==> src/rtl/reg_bank_sb.sv <==
// reg_bank_sb: 2^ADDR_W x DATA_W register file with one write port, two combinational
// read ports, a pending-write scoreboard (busy bits) and a sequential clear sweep.
//
// Ports:
//   clk_i                  clock, all state updates on rising edge
//   reset_ni               synchronous active-low reset
//   wr_en_i/wr_addr_i/wr_data_i   write port; a write also clears the entry's busy bit
//   rd_addr1_i/rd_addr2_i  read addresses
//   rd_data1_o/rd_data2_o  combinational read data (optional write bypass)
//   rsv_en_i/rsv_addr_i    reserve: mark an entry pending
//   busy1_o/busy2_o        pending flag of the read addresses
//   clr_start_i            start a sweep that zeroes one entry per cycle
//   clr_busy_o             high while the sweep runs
// Entry 0 is hard-wired to zero and never pending.

module reg_bank_sb #(
  parameter int unsigned DATA_W = 32,
  parameter int unsigned ADDR_W = 5,
  parameter int unsigned BYPASS = 1
) (
  input  logic              clk_i,
  input  logic              reset_ni,
  input  logic              wr_en_i,
  input  logic [ADDR_W-1:0] wr_addr_i,
  input  logic [DATA_W-1:0] wr_data_i,
  input  logic [ADDR_W-1:0] rd_addr1_i,
  input  logic [ADDR_W-1:0] rd_addr2_i,
  output logic [DATA_W-1:0] rd_data1_o,
  output logic [DATA_W-1:0] rd_data2_o,
  input  logic              rsv_en_i,
  input  logic [ADDR_W-1:0] rsv_addr_i,
  output logic              busy1_o,
  output logic              busy2_o,
  input  logic              clr_start_i,
  output logic              clr_busy_o
);

  localparam int unsigned Depth = 1 << ADDR_W;

  typedef enum logic {StIdle, StSweep} state_e;

  state_e              state_q, state_d;
  logic [ADDR_W-1:0]   cnt_q, cnt_d;
  logic [DATA_W-1:0]   mem_q [Depth];
  logic [DATA_W-1:0]   mem_d [Depth];
  logic [Depth-1:0]    busy_q, busy_d;

  logic wr_ok, rsv_ok, byp_ok;

  // Requests are only honoured in idle; a sweep drops them.
  assign wr_ok  = (state_q == StIdle) && wr_en_i && (wr_addr_i != '0);
  assign rsv_ok = (state_q == StIdle) && rsv_en_i && (rsv_addr_i != '0);
  assign byp_ok = (BYPASS != 0) && wr_ok;

  always_comb begin
    mem_d   = mem_q;
    busy_d  = busy_q;
    state_d = state_q;
    cnt_d   = cnt_q;
    unique case (state_q)
      StIdle: begin
        if (wr_ok) begin
          mem_d[wr_addr_i]  = wr_data_i;
          busy_d[wr_addr_i] = 1'b0;
        end
        // Applied after the write so a same-address reserve wins.
        if (rsv_ok) begin
          busy_d[rsv_addr_i] = 1'b1;
        end
        if (clr_start_i) begin
          state_d = StSweep;
          cnt_d   = '0;
        end
      end
      StSweep: begin
        mem_d[cnt_q]  = '0;
        busy_d[cnt_q] = 1'b0;
        cnt_d         = cnt_q + 1'b1;  // wraps to 0 after the last entry
        if (cnt_q == '1) begin
          state_d = StIdle;
        end
      end
      default: state_d = StIdle;
    endcase
  end

  always_ff @(posedge clk_i) begin
    if (!reset_ni) begin
      state_q <= StIdle;
      cnt_q   <= '0;
      busy_q  <= '0;
      mem_q   <= '{default: '0};
    end else begin
      state_q <= state_d;
      cnt_q   <= cnt_d;
      busy_q  <= busy_d;
      mem_q   <= mem_d;
    end
  end

  always_comb begin
    rd_data1_o = '0;
    busy1_o    = 1'b0;
    if (rd_addr1_i != '0) begin
      if (byp_ok && (wr_addr_i == rd_addr1_i)) begin
        rd_data1_o = wr_data_i;
      end else begin
        rd_data1_o = mem_q[rd_addr1_i];
        busy1_o    = busy_q[rd_addr1_i];
      end
    end
  end

  always_comb begin
    rd_data2_o = '0;
    busy2_o    = 1'b0;
    if (rd_addr2_i != '0) begin
      if (byp_ok && (wr_addr_i == rd_addr2_i)) begin
        rd_data2_o = wr_data_i;
      end else begin
        rd_data2_o = mem_q[rd_addr2_i];
        busy2_o    = busy_q[rd_addr2_i];
      end
    end
  end

  assign clr_busy_o = (state_q == StSweep);

endmodule

==> config.mk <==
export PLATFORM = sky130hd
export DESIGN_NAME = reg_bank_sb
export DESIGN_NICKNAME = d
export VERILOG_FILES = /design/src/rtl/reg_bank_sb.sv
export SDC_FILE = /design/constraint.sdc
export NUM_CORES = 2
export LEC_CHECK = 0
export ABC_CLOCK_PERIOD_IN_PS = 5000
export BUFFER_PORTS_ARGS = -buffer_cell sky130_fd_sc_hd__clkbuf_2
export CORE_MARGIN = 2
export CORE_UTILIZATION = 26
export CTS_BUF_LIST = sky130_fd_sc_hd__clkbuf_4 sky130_fd_sc_hd__clkbuf_8
export CTS_CLUSTER_DIAMETER = 120
export DETAILED_ROUTE_END_ITERATION = 8
export PLACE_DENSITY = 0.45
export SETUP_SLACK_MARGIN = 0.2
export SLEW_MARGIN = 5
export SYNTH_ARGS = -nofsm -noshare
export SYNTH_HDL_FRONTEND = slang
export SYNTH_SLANG_ARGS = --single-unit
export TNS_END_PERCENT = 30
==> constraint.sdc <==
create_clock -name clk_i -period 5 [get_ports clk_i]
set_input_delay 1.25 -clock clk_i [delete_from_list [all_inputs] [get_ports clk_i]]
set_output_delay 1.25 -clock clk_i [all_outputs]
set_load 0.05 [all_outputs]
# ---- Yosys cells after proc, flatten, opt, wreduce, memory -nomap -nowiden
# Cells that the tools add are included.
dict set report totals {
  regBits 1062
  input_bits 57
  out_inout_bits 67
  word_cells 122
}
dict set report classes {
  add_sub_neg 1
  order_cmp 14
  n_eq_ne 5
  muxes 40
  n_bitwise 12
  n_reduce_logical 15
}
# operator count
set ops {}
lappend ops {{1024-bit one-hot mux with 2 select lines} 1}
lappend ops {{1024-bit AND} 1}
lappend ops {{1024-bit bitwise mux} 1}
lappend ops {{1024-bit 2-to-1 mux} 1}
lappend ops {{1024-bit NOT} 1}
lappend ops {{32-bit 2-to-1 mux} 13}
lappend ops {{32-bit binary-select mux with 5-bit select} 2}
lappend ops {{32-bit demux with 5-bit select} 2}
lappend ops {{32-bit AND} 2}
lappend ops {{32-bit NOT} 2}
lappend ops {{32-bit one-hot mux with 2 select lines} 1}
lappend ops {{32-bit bitwise OR} 1}
lappend ops {{5-bit by 6-bit less-than comparator with 1-bit output (second input constant)} 5}
lappend ops {{6-bit >= comparator (second input constant)} 4}
lappend ops {{5-bit NOT with 6-bit output} 4}
lappend ops {{5-bit nonzero test} 4}
lappend ops {{1-bit demux with 5-bit select} 3}
lappend ops {{5-bit by 1-bit >= comparator with 1-bit output (second input constant)} 3}
lappend ops {{6-bit by 1-bit less-than comparator with 1-bit output (second input constant)} 2}
lappend ops {{1-bit logical AND} 11}
lappend ops {{1-bit 2-to-1 mux} 11}
lappend ops {{1-bit binary-select mux with 5-bit select} 2}
lappend ops {{5-bit equality test} 2}
lappend ops {{5-bit one-hot mux with 2 select lines} 1}
lappend ops {{other kinds (6)} 7}

# ---- Depth between registers and ports, before layout
dict set report depth {
  ltp_word 11
  depth_mapped 11
}

# ---- Worst setup path after synthesis
# No wires, ideal clock.
dict set report synth_timing {
  path_type {in2out}
  from {in rd_addr2_i[0]}
  to {out rd_data2_o[11]}
  t_arrival_ns 3.620
  slack_ns 0.130
  stages 8
  n_path_buf 4
  cell_sequence {buf_6 -> buf_6 -> buf_6 -> buf_4 -> mux2i_1 -> a221oi_1 -> a21oi_1 -> o31ai_1}
}
dict set report synth_via {
  elab_chain_cells 6
}
# element line_no
set synth_rtl {}
lappend synth_rtl {{start: declaration} 27} ;# input logic [ADDR_W-1:0] rd_addr2_i,
lappend synth_rtl {{5-bit NOT with 6-bit output (not written as such)} 121} ;# rd_data2_o = mem_q[rd_addr2_i];
lappend synth_rtl {{32-bit binary-select mux with 5-bit select} 121}
lappend synth_rtl {{32-bit 2-to-1 mux (not written as such) (2 in series)} 121}
lappend synth_rtl {{32-bit 2-to-1 mux} 118} ;# if (byp_ok && (wr_addr_i == rd_addr2_i)) begin
lappend synth_rtl {{32-bit 2-to-1 mux (*)} 117} ;# if (rd_addr2_i != '0) begin
lappend synth_rtl {{end: declaration} 29} ;# output logic [DATA_W-1:0] rd_data2_o,
# Mark *: on every way between the ends. The rest lies on a longest branch, timed or not. The select of a mux whose other input is x is not followed.

# ---- Worst setup path after layout
dict set report layout_timing {
  from {in rd_addr1_i[4]}
  to {out rd_data1_o[0]}
}
dict set report layout_via {
  elab_chain_cells 6
}
# element line_no
set layout_rtl {}
lappend layout_rtl {{start: declaration} 26} ;# input logic [ADDR_W-1:0] rd_addr1_i,
lappend layout_rtl {{5-bit NOT with 6-bit output (not written as such)} 108} ;# rd_data1_o = mem_q[rd_addr1_i];
lappend layout_rtl {{32-bit binary-select mux with 5-bit select} 108}
lappend layout_rtl {{32-bit 2-to-1 mux (not written as such) (2 in series)} 108}
lappend layout_rtl {{32-bit 2-to-1 mux} 105} ;# if (byp_ok && (wr_addr_i == rd_addr1_i)) begin
lappend layout_rtl {{32-bit 2-to-1 mux (*)} 104} ;# if (rd_addr1_i != '0) begin
lappend layout_rtl {{end: declaration} 28} ;# output logic [DATA_W-1:0] rd_data1_o,
# Marked as above.

==> results.txt <==
status -> finished, final reports clean
final core occ -> 0.3164
DRT antenna net count -> 0
Sink Count -> 1062
GRT Total Usage -> 0.2688
Netlist cell types -> 72
Pre-antenna DRT Iters -> 6
placed inst area -> 64520 sq um
Total Wirelength -> 312600 microns
drt via density -> 5.976
clock skew after layout -> 0.03788 ns
Highest Clock Rate -> 204.5 MHz
Pins Over Slew Limit -> 0
root buffer cell -> clkbuf_8
critical path class -> in2out
Final setup viols -> 0
worst slew pin tran -> 1.327 ns
clock-pin slew on the worst setup and hold paths -> 0.06 ns
# IOs -> 124
Die W -> 473.1 microns
Mapped Avg Cell Area -> 9.961 sq um
post-synthesis sequential area ratio -> 0.3717
initial antenna violation count -> 26
ys flop type -> dfxtp_1
routed len/inst -> 35.08 microns
starting density of the core -> 0.2609
via count of the first global-routing pass -> 50500
final std cells w/o fill -> 8911
number of synthesis warnings -> 0
critical path's largest stage delay -> 0.39 ns
fill count -> 22420
Final #Nets -> 5950
Worst setup EP type -> output port
P_leak -> 23.42 nW
crit-path cells -> buf_4, buf_12, inv_1, nand2_1, buf_4, o211ai_1, o22a_1, a21oi_1, buf_4, clkbuf_2
fin area -> 69380 sq um
cts bufs inserted -> 190
Congestion Overflow GR -> 0
Async S/R FF share, synth -> 0
CTS tree -> done
Area contributors post-synth -> dfxtp_1, a22oi_1, mux4_2, nor2b_1, mux2i_1
Synth Net Count -> 5805
DPL Wire Length -> 192100 microns
pin count of the biggest net entering global routing -> 257
relative slew slack -> 0.1134
core area -> 219300 sq um
drt drc -> 0
Worst path slowest cell -> o211ai_1
cell area after synthesis -> 57200 sq um
gpl congestion -> 0.9212
first-pass GRT wire length -> 423900 microns
total of flip-flops plus latches after synthesis -> 1062
Mapped Cells -> 5743
ratio of cells with drive above 1 in the final layout -> 0.2525
Max Buffers Root-to-Sink -> 3
post-route setup TNS -> 0 ns
DP Cell Count -> 8541
CP arrival -> 3.64 ns
Worst Path Required -> 3.75 ns
Critical Path Most Common Cell -> buf_4
1st-iter DRT viols -> 6911
EDFF count, synth -> 0
port bufs -> 123
H-tree Lvls -> 4
CP max FO -> 12
worst min-delay path category -> reg2reg
MaxCap Viol Count -> 0
height of the die -> 473.1 microns
Setup crit start kind -> input pin
P&R area growth vs syn -> 21.29%
row cnt -> 172
total vias in the final route -> 53250
Die ar. -> 223800 sq um
power per cell area -> 295.2 nW/um^2
Clock Latency Late Sink -> 0.98 ns
post-synth top area cell -> dfxtp_1
Hold Vio Cnt, Final -> 0
min Tclk post-route -> 4.889 ns
Yosys top cell area share -> 0.3717
RSZ-0062 raised after global routing -> true
Final Cycle Share -> 0.9778
IR drop worst, VDD -> 0.0002607 V
[flip-flops by register name, summed over array words and instances, names as in the netlist]
| name | flops |
|---|---|
| cnt_q | 5 |
| busy_q | 32 |
| mem_q | 1024 |
| clr_busy_o | 1 |
[synth_stat cells (all sizes together) (39+ instances only)]
| cell | count |
|---|---|
| mux4 | 312 |
| mux2i | 357 |
| o21ai | 110 |
| a21oi | 142 |
| clkbuf | 452 |
| nand2 | 170 |
| dfxtp | 1062 |
| buf | 245 |
| and2 | 60 |
| o22ai | 75 |
| nor3 | 41 |
| a22oi | 1081 |
| a221oi | 90 |
| nor2b | 1021 |
| nand3 | 39 |
| mux2 | 73 |
| nor2 | 89 |
[timing repair]
item                       CTS  global route
setup endpoints to repair   54            49
hold buffers                 0             0
pin swaps                    9             4
resized for setup           68            55
cloned                       2             0
buffers inserted            20             4
[metrics by stage]
| step | power, mW | hold slack (ns) | setup slack [ns] |
|---|---|---|---|
| global placement | 11.61 | 0.4576 | -0.6669 |
| detailed placement | 11.61 | 0.4627 | -0.5084 |
| finish | 20.48 | 0.4843 | 0.1109 |
| floorplan | 10.24 | 0.4431 | 0.1304 |
| global route | 20.98 | 0.4993 | 0.1024 |
| CTS | 20.48 | 0.4856 | 0.06662 |
[logic make-up (layout without fill, tap and decap cells)]
logic type,Yosys count,after routing,share of synthesized area
buffers and inverters,729,1018,0.05890
muxes,742,742,0.1997
DFF,1062,1062,0.3717
adders and majority gates,5,5,0.001094
and+or+nand+nor,1525,1525,0.1561
xor gates and xnor gates,10,10,0.001531
other,0,8,0
AOI/OAI and AO/OA,1670,1670,0.2111
[metal layers]
layer	wire length, microns	share of wire	vias to the layer above	GRT usage
met5	81	0.00026	-	0
met4	24970	0.080	10	0.1842
met3	29610	0.095	1053	0.05908
met2	137000	0.44	3440	0.4133
met1	120900	0.39	26810	0.3350
li1	-	-	21940	-
[cell type report]
cell class | count | area, sq um | area share
Clock buffer | 300 | 3760 | 0.05419
Clock inverter | 36 | 251.5 | 0.003625
Inverter | 32 | 127.6 | 0.001839
Tap cell | 2871 | 3592 | 0.05177
Timing Repair Buffer | 650 | 6822 | 0.09832
Sequential cell | 1062 | 21260 | 0.3064
Multi-Input combinational cell | 3952 | 33550 | 0.4835
Antenna cell | 8 | 20.02 | 0.0002885
[worst paths after layout]
path	from	end	slack [ns]	cells past startpoint
setup / recovery	rd_addr1_i[4]	rd_data1_o[0]	0.11	10
hold / removal	busy_q[30]$_SDFF_PN0_	busy_q[30]$_SDFF_PN0_	0.48	2
setup reg to reg	cnt_q[0]$_SDFFE_PN0P_	mem_q[923]$_SDFFE_PN0P_	1.47	6
hold reg to reg	busy_q[30]$_SDFF_PN0_	busy_q[30]$_SDFF_PN0_	0.48	2
[layout by cell type (no fill, tap or decap), types with 55 or more instances in the layout]
cell      instances
dfxtp_1        1061
mux2i_1         357
mux4_2          312
buf_12          144
o21ai_0         107
mux2_2           73
a22oi_1        1081
clkbuf_2         57
nor2b_1        1015
and2_1           55
nand2_1         169
a221oi_1         80
buf_4           416
clkbuf_4         62
a21oi_1         106
clkbuf_8        243
o22ai_1          74
[power breakdown]
group          switching (mW)  total, mW  internal (mW)  leakage (nW)
logic                    1.88       3.00           1.12          12.7
clock network            4.10       8.91           4.81          2.15
registers              0.0539       8.58           8.53          8.56
[worst max-delay path: cells and delay by family]
family | cells | cell delay [ns]
AND/OR/NAND/NOR | 1 | 0.18
AO/OA/AOI/OAI | 3 | 0.90
buffers and inverters | 6 | 1.26
(Power assumes the default switching activity.)
